## src/rtl/regfile_wb_sink.sv

```systemverilog
// Purpose: integer register file fed by the writeback stage, with two registered read ports for decode; x0 reads as zero.
// Latency: write commits at the sampling edge; reads return 1 cycle after the request, with a one-cycle rf_o_valid pulse.
// Backpressure: none. Requests arriving while rf_o_busy is high (post-reset clear) are dropped; optional macro RF_BYPASS_EN forwards same-cycle writes to reads.
module regfile_wb_sink #(
  parameter int DWIDTH = 32,
  parameter int AWIDTH = 5
) (
  input  logic              rf_clk,
  input  logic              rf_rst,
  input  logic              rf_i_ce,
  input  logic              rf_i_we,
  input  logic [AWIDTH-1:0] rf_i_rd_addr,
  input  logic [DWIDTH-1:0] rf_i_rd_data,
  input  logic              rf_i_rs_re,
  input  logic [AWIDTH-1:0] rf_i_rs1_addr,
  input  logic [AWIDTH-1:0] rf_i_rs2_addr,
  output logic [DWIDTH-1:0] rf_o_rs1_data,
  output logic [DWIDTH-1:0] rf_o_rs2_data,
  output logic              rf_o_valid,
  output logic              rf_o_busy
);

  localparam int NREGS = 2 ** AWIDTH;

  typedef enum logic {
    S_CLEAR = 1'b0,
    S_IDLE  = 1'b1
  } state_t;

  state_t            r_state;
  state_t            w_next_state;
  logic [AWIDTH-1:0] r_cnt;
  logic [DWIDTH-1:0] r_regs [0:NREGS-1];
  logic [DWIDTH-1:0] r_rs1_data;
  logic [DWIDTH-1:0] r_rs2_data;
  logic              r_valid;

  logic              w_busy;
  logic              w_wr_user;
  logic              w_wr_en;
  logic [AWIDTH-1:0] w_wr_addr;
  logic [DWIDTH-1:0] w_wr_data;
  logic              w_rd_en;
  logic [DWIDTH-1:0] w_rs1_val;
  logic [DWIDTH-1:0] w_rs2_val;

  // A writeback write qualifies only with both enables and a nonzero target; x0 is never stored.
  assign w_wr_user = rf_i_ce && rf_i_we && (rf_i_rd_addr != '0);

  // State register: reset always restarts the clear sequence.
  always_ff @(posedge rf_clk or negedge rf_rst) begin
    if (!rf_rst) r_state <= S_CLEAR;
    else         r_state <= w_next_state;
  end

  // Next state and the shared write port: the clear sequence owns the port until it finishes.
  always_comb begin
    w_next_state = r_state;
    w_busy       = 1'b0;
    w_wr_en      = 1'b0;
    w_wr_addr    = rf_i_rd_addr;
    w_wr_data    = rf_i_rd_data;
    w_rd_en      = 1'b0;
    case (r_state)
      S_CLEAR: begin
        w_busy    = 1'b1;
        w_wr_en   = 1'b1;
        w_wr_addr = r_cnt;
        w_wr_data = '0;
        if (r_cnt == '1) w_next_state = S_IDLE;
      end
      S_IDLE: begin
        w_wr_en = w_wr_user;
        w_rd_en = rf_i_rs_re;
      end
      default: w_next_state = S_CLEAR;
    endcase
  end

  // Clear counter: starts at x1 (x0 is implicit) and walks the whole file once.
  always_ff @(posedge rf_clk or negedge rf_rst) begin
    if (!rf_rst)                r_cnt <= AWIDTH'(1);
    else if (r_state == S_CLEAR) r_cnt <= r_cnt + AWIDTH'(1);
  end

  // Storage array: deliberately unreset, the clear sequence initialises it.
  always_ff @(posedge rf_clk) begin
    if (w_wr_en) r_regs[w_wr_addr] <= w_wr_data;
  end

  // Read-data selection per port: x0 is zero, optional forwarding of a same-cycle write.
  always_comb begin
    w_rs1_val = '0;
    w_rs2_val = '0;
    if (rf_i_rs1_addr != '0) begin
      w_rs1_val = r_regs[rf_i_rs1_addr];
`ifdef RF_BYPASS_EN
      if (w_wr_user && (rf_i_rd_addr == rf_i_rs1_addr)) w_rs1_val = rf_i_rd_data;
`endif
    end
    if (rf_i_rs2_addr != '0) begin
      w_rs2_val = r_regs[rf_i_rs2_addr];
`ifdef RF_BYPASS_EN
      if (w_wr_user && (rf_i_rd_addr == rf_i_rs2_addr)) w_rs2_val = rf_i_rd_data;
`endif
    end
  end

  // Registered read ports: data holds between requests, valid pulses once per accepted request.
  always_ff @(posedge rf_clk or negedge rf_rst) begin
    if (!rf_rst) begin
      r_rs1_data <= '0;
      r_rs2_data <= '0;
      r_valid    <= 1'b0;
    end else begin
      r_valid <= w_rd_en;
      if (w_rd_en) begin
        r_rs1_data <= w_rs1_val;
        r_rs2_data <= w_rs2_val;
      end
    end
  end

  assign rf_o_rs1_data = r_rs1_data;
  assign rf_o_rs2_data = r_rs2_data;
  assign rf_o_valid    = r_valid;
  assign rf_o_busy     = w_busy;

endmodule

```

## config.mk

```make
export PLATFORM = sky130hd
export DESIGN_NAME = regfile_wb_sink
export DESIGN_NICKNAME = d
export VERILOG_FILES = /design/src/rtl/regfile_wb_sink.sv
export SDC_FILE = /design/constraint.sdc
export NUM_CORES = 1
export LEC_CHECK = 0
export CORE_MARGIN = 8
export CORE_UTILIZATION = 35
export DETAILED_ROUTE_END_ITERATION = 8
export SLEW_MARGIN = 20
export SYNTH_ARGS = -nofsm -noshare
export SYNTH_HDL_FRONTEND = slang
export SYNTH_SLANG_ARGS = --single-unit
```

## constraint.sdc

```tcl
create_clock -name rf_clk -period 2.83 [get_ports rf_clk]
set_input_delay 0.566 -clock rf_clk [delete_from_list [all_inputs] [get_ports rf_clk]]
set_output_delay 0.566 -clock rf_clk [all_outputs]
set_load 0.005 [all_outputs]
```

==> impl.org <==
** Outcome
- Status :: finished clean

** Placement
- HPWL after detailed placement :: 106.5 mm
- Gpl congestion :: 0.8594
- Dpl ws :: -222.9 ps
- Port Buf Inserts :: 117

** Clock tree
- Clock-pin slew was measured on the worst setup and hold paths at 60 ps.
- CTS saw 1095 sinks.
- Total number of H-tree levels :: 3
- Counting the buffers created by CTS gives 111.
- The tree is rooted in a sky130_fd_sc_hd__clkbuf_16.
- Worst skew pair latency :: between 700 and 800 ps
- Bufs on Longest Clock Path :: 3
- CTS tree :: built

** Routing
- Initial DRT Pass Iterations :: 6
- Total length of routed wires :: 166.2 mm
- Average detailed-routed wire length per instance :: roughly 34 um
- DRC violation total after the first TritonRoute iteration :: 3763
- Routed via count :: just under 30000
- For this run, design rule violations remaining after detail routing come to 0.
- Drt via density :: 6.117
- Post-route ant nets :: 0

** Floorplan
- Die width :: just under 400 um
- CORE AREA :: approximately 140000 um2
- Top-level port count :: between 100 and 150
- Starting Density :: 0.3517
- Vertical extent of the die :: 392.5 um
- # rows :: between 100 and 150
- Die Footprint :: 154100 um2

** Synth
- Cell types with the largest area share after synthesis :: sky130_fd_sc_hd__edfxtp_1 (62%), sky130_fd_sc_hd__mux4_2 (19%), sky130_fd_sc_hd__mux2i_1 (3.8%)
- Sequential-to-total area share from yosys stat :: 0.6556
- Biggest area consumer among synthesized cells :: sky130_fd_sc_hd__edfxtp_1
- Netlist area before placement :: 49610 um2
- Post-Synthesis Cells :: roughly 2600
- Of the post-synthesis cell area, the dominant cell type holds 0.6198.
- #FFs+latches synth :: 1095
- Among all flip-flop cells after synthesis, the most frequent one is sky130_fd_sc_hd__edfxtp_1.
- When the netlist entered floorplanning its net count stood at 2650.
- Share of synthesized registers carrying an async set or reset :: 0.06484
- Synthesis instantiated 53 different standard cells from the library.
- Number of synthesized flops with an enable pin :: 1024
- Mean instance size in the synthesized netlist :: 19.11 um2
- For this run, the number of Yosys warnings is 0.

** Flow run
- Max-cap viol count :: 0

** Global routing
- Wire length of the first global-routing pass :: 232.7 mm
- The via count of the first global-routing pass is just over 30000.
- Entering global routing, the biggest net connects 47 pins.
- GRT Resource Usage Total :: 0.2112
- The initial antenna violation count was 1.
- Remaining Overflow, GRT :: 0

** STA
- Worst Tran Pin Value :: 1110 ps
- Clock skew on the completed layout was measured at 32.93 ps.
- Worst hold-check slack :: about 300 ps
- Relative slew slack :: 0.2599
- Timing would allow up to ~370 MHz.
- The clock period could shrink to 2685 ps.
- Count of pins over their slew limit :: 0
- Of the available clock period, the critical path in the final layout requires 0.9489.
- Number of failing hold endpoints at the final stage :: 0
- Setup repair after global routing left no endpoint under its margin.
- Setup slack closes at 144.5 ps.
- Setup violations remaining at the end of the flow were counted as 0.

** Finish
- Share of the core filled with cells :: 0.4231
- Filler cell count :: 12190
- The net count of the finished layout is a little under 3000.
- Of the cells placed in the final design, the portion with a size suffix greater than 1 is 0.3289.
- Layout overhead on the synthesized area :: 20.29%

** Setup path
- The worst setup path is launched from a flip-flop.
- The kind of cell with the highest combined delay along the critical path is buffers and inverters.
- In this run the register-to-register setup slack is between 200 and 250 ps.
- Worst-path cell chain :: inv_2 -> clkdlybuf4s50_1
- Of all nets on the critical path, the largest fanout is 23.
- CP required :: 2260 ps
- Together, buffers and inverters on the worst path number 2.
- Slowest stage cell on the critical path :: sky130_fd_sc_hd__clkdlybuf4s50_1
- STA classifies the critical path endpoint as a primary output.
- Worst setup path category :: flip-flop to primary output
- Largest stage delay on the critical path :: 590 ps
- Critical path arrival :: 2120 ps

** Power
- In this run the power density over the cells is 610.5 nW/um2.
- Across the VDD grid, the largest voltage drop is ~0.52 mV.
- Summed over all cells, the static leakage comes to approximately 19 nW.

** Hold path
- Worst min-delay path class :: primary input to async pin
-- cell usage in the layout, fill, tap and decap left out, types with 7 or more instances in the layout --
cell type	synthesis	layout
sky130_fd_sc_hd__edfxtp_1	1024	1024
sky130_fd_sc_hd__nand2b_1	32	32
sky130_fd_sc_hd__bufinv_16	0	15
sky130_fd_sc_hd__clkbuf_1	83	24
sky130_fd_sc_hd__o21ai_0	32	32
sky130_fd_sc_hd__a21o_1	31	31
sky130_fd_sc_hd__dfrtp_1	70	69
sky130_fd_sc_hd__nand2_1	48	46
sky130_fd_sc_hd__nand3_1	38	36
sky130_fd_sc_hd__or2_2	32	32
sky130_fd_sc_hd__a22oi_1	211	211
sky130_fd_sc_hd__buf_4	27	120
sky130_fd_sc_hd__clkdlybuf4s50_1	0	110
sky130_fd_sc_hd__nand4_1	30	30
sky130_fd_sc_hd__clkinv_2	0	21
sky130_fd_sc_hd__mux4_2	420	420
sky130_fd_sc_hd__clkbuf_16	0	113
sky130_fd_sc_hd__nor2_4	0	33
sky130_fd_sc_hd__and2_2	0	7
sky130_fd_sc_hd__clkinv_1	1	11
sky130_fd_sc_hd__and2_1	34	27
sky130_fd_sc_hd__mux2_2	39	39
sky130_fd_sc_hd__clkbuf_8	0	13
sky130_fd_sc_hd__o31ai_1	31	31
sky130_fd_sc_hd__mux2i_1	190	190
sky130_fd_sc_hd__nor2_1	41	8
sky130_fd_sc_hd__o221ai_1	30	30
sky130_fd_sc_hd__buf_12	0	119
-- worst register-to-register path: stages, from the launching register on --
cell and delay, ps:
sky130_fd_sc_hd__dfrtp_2 600, sky130_fd_sc_hd__buf_4 450, sky130_fd_sc_hd__nand2_4 280, sky130_fd_sc_hd__nor4b_4 610
sky130_fd_sc_hd__buf_12 320, sky130_fd_sc_hd__a22oi_1 150, sky130_fd_sc_hd__nand3_1 110
-- metrics by stage --
step           setup TNS, ps  total power, mW  area, um2  cells
3_3_place_gp          -16760            21.33      55780   4640
2_1_floorplan        -167250            19.89      49620   2596
6_report                   0            36.43      59680   4855
5_1_grt                    0            37.38      59680   4854
4_1_cts                    0            36.66      59640   4852
3_5_place_dp           -8806            21.38      55780   4640
-- per-layer routing --
layer  track usage  vias to the layer above  part of all wire
met1        0.2833                    15980              0.39
li1              -                    11670                 -
met4       0.07479                        0             0.038
met2        0.3470                     1733              0.48
met5             0                        -                 0
met3       0.03696                      314             0.085
-- cell type report --
class / count / area (um2) / area share
Sequential cell: 1095 / 32530 / 0.5451
Multi-Input combinational cell: 1296 / 16420 / 0.2752
Timing Repair Buffer: 357 / 4494 / 0.07531
Clock buffer: 149 / 3083 / 0.05166
Tap cell: 1890 / 2365 / 0.03962
Clock inverter: 62 / 765.7 / 0.01283
Inverter: 5 / 18.77 / 0.0003145
Antenna cell: 1 / 2.502 / 0.00004193
-- power by group --
part / leakage, nW / switching [mW] / total, mW / internal [mW]
Sequential: 10.1 / 0.162 / 18.0 / 17.9
Combinational: 7.34 / 1.63 / 2.99 / 1.36
Clock: 1.88 / 6.38 / 15.4 / 9.04
Total: 19.3 / 8.17 / 36.4 / 28.3
-- path summary, 6_finish.rpt --
kind                                    from                end  cells past startpoint
setup / recovery                     r_state          rf_o_busy                      2
hold / removal                        rf_rst            r_state                      2
setup reg to reg                     r_state   rf_o_rs2_data[5]                      6
hold reg to reg            rf_o_rs1_data[15]  rf_o_rs1_data[15]                      2
max in group asynchronous             rf_rst   rf_o_rs2_data[6]                      3
min in group rf_clk         rf_i_rs2_addr[2]  rf_o_rs2_data[11]                      3
-- cells in the mapped netlist, types with 31 or more instances --
master / count
sky130_fd_sc_hd__edfxtp_1: 1024
sky130_fd_sc_hd__mux2i_1: 190
sky130_fd_sc_hd__a22oi_1: 211
sky130_fd_sc_hd__buf_2: 66
sky130_fd_sc_hd__nor2_1: 41
sky130_fd_sc_hd__o21ai_0: 32
sky130_fd_sc_hd__dfrtp_1: 70
sky130_fd_sc_hd__or2_2: 32
sky130_fd_sc_hd__mux4_2: 420
sky130_fd_sc_hd__nand2_1: 48
sky130_fd_sc_hd__and2_1: 34
sky130_fd_sc_hd__nand3_1: 38
sky130_fd_sc_hd__nand2b_1: 32
sky130_fd_sc_hd__a21o_1: 31
sky130_fd_sc_hd__o31ai_1: 31
sky130_fd_sc_hd__mux2_2: 39
sky130_fd_sc_hd__clkbuf_1: 83
-- repair_timing --
item / in CTS / in global routing
resized for setup: 1 / 0
buffers inserted: 0 / 0
endpoints found under the hold margin: 16 / 0
hold buffers: 1 / 0
endpoints found under the setup margin: 24 / 0
-- flip-flops by register name, summed over array words and instances (netlist names) --
register and cells:
r_cnt 5, r_regs 1024, r_state 1, rf_o_rs1_data 32, rf_o_rs2_data 32, rf_o_valid 1
-- cells by family (layout without fill, tap and decap cells) --
group / after synthesis / in the layout / synth area share
DFF: 1095 / 1095 / 0.6556
muxes: 649 / 649 / 0.2378
AOI/OAI and AO/OA: 359 / 359 / 0.05344
and+or+nand+nor: 283 / 283 / 0.03087
buffers and inverters: 205 / 573 / 0.02121
xor gates and xnor gates: 3 / 3 / 0.0005297
adders and majority gates: 2 / 2 / 0.0005043
other: 0 / 1 / 0
Power figures use the tool's default switching activity.
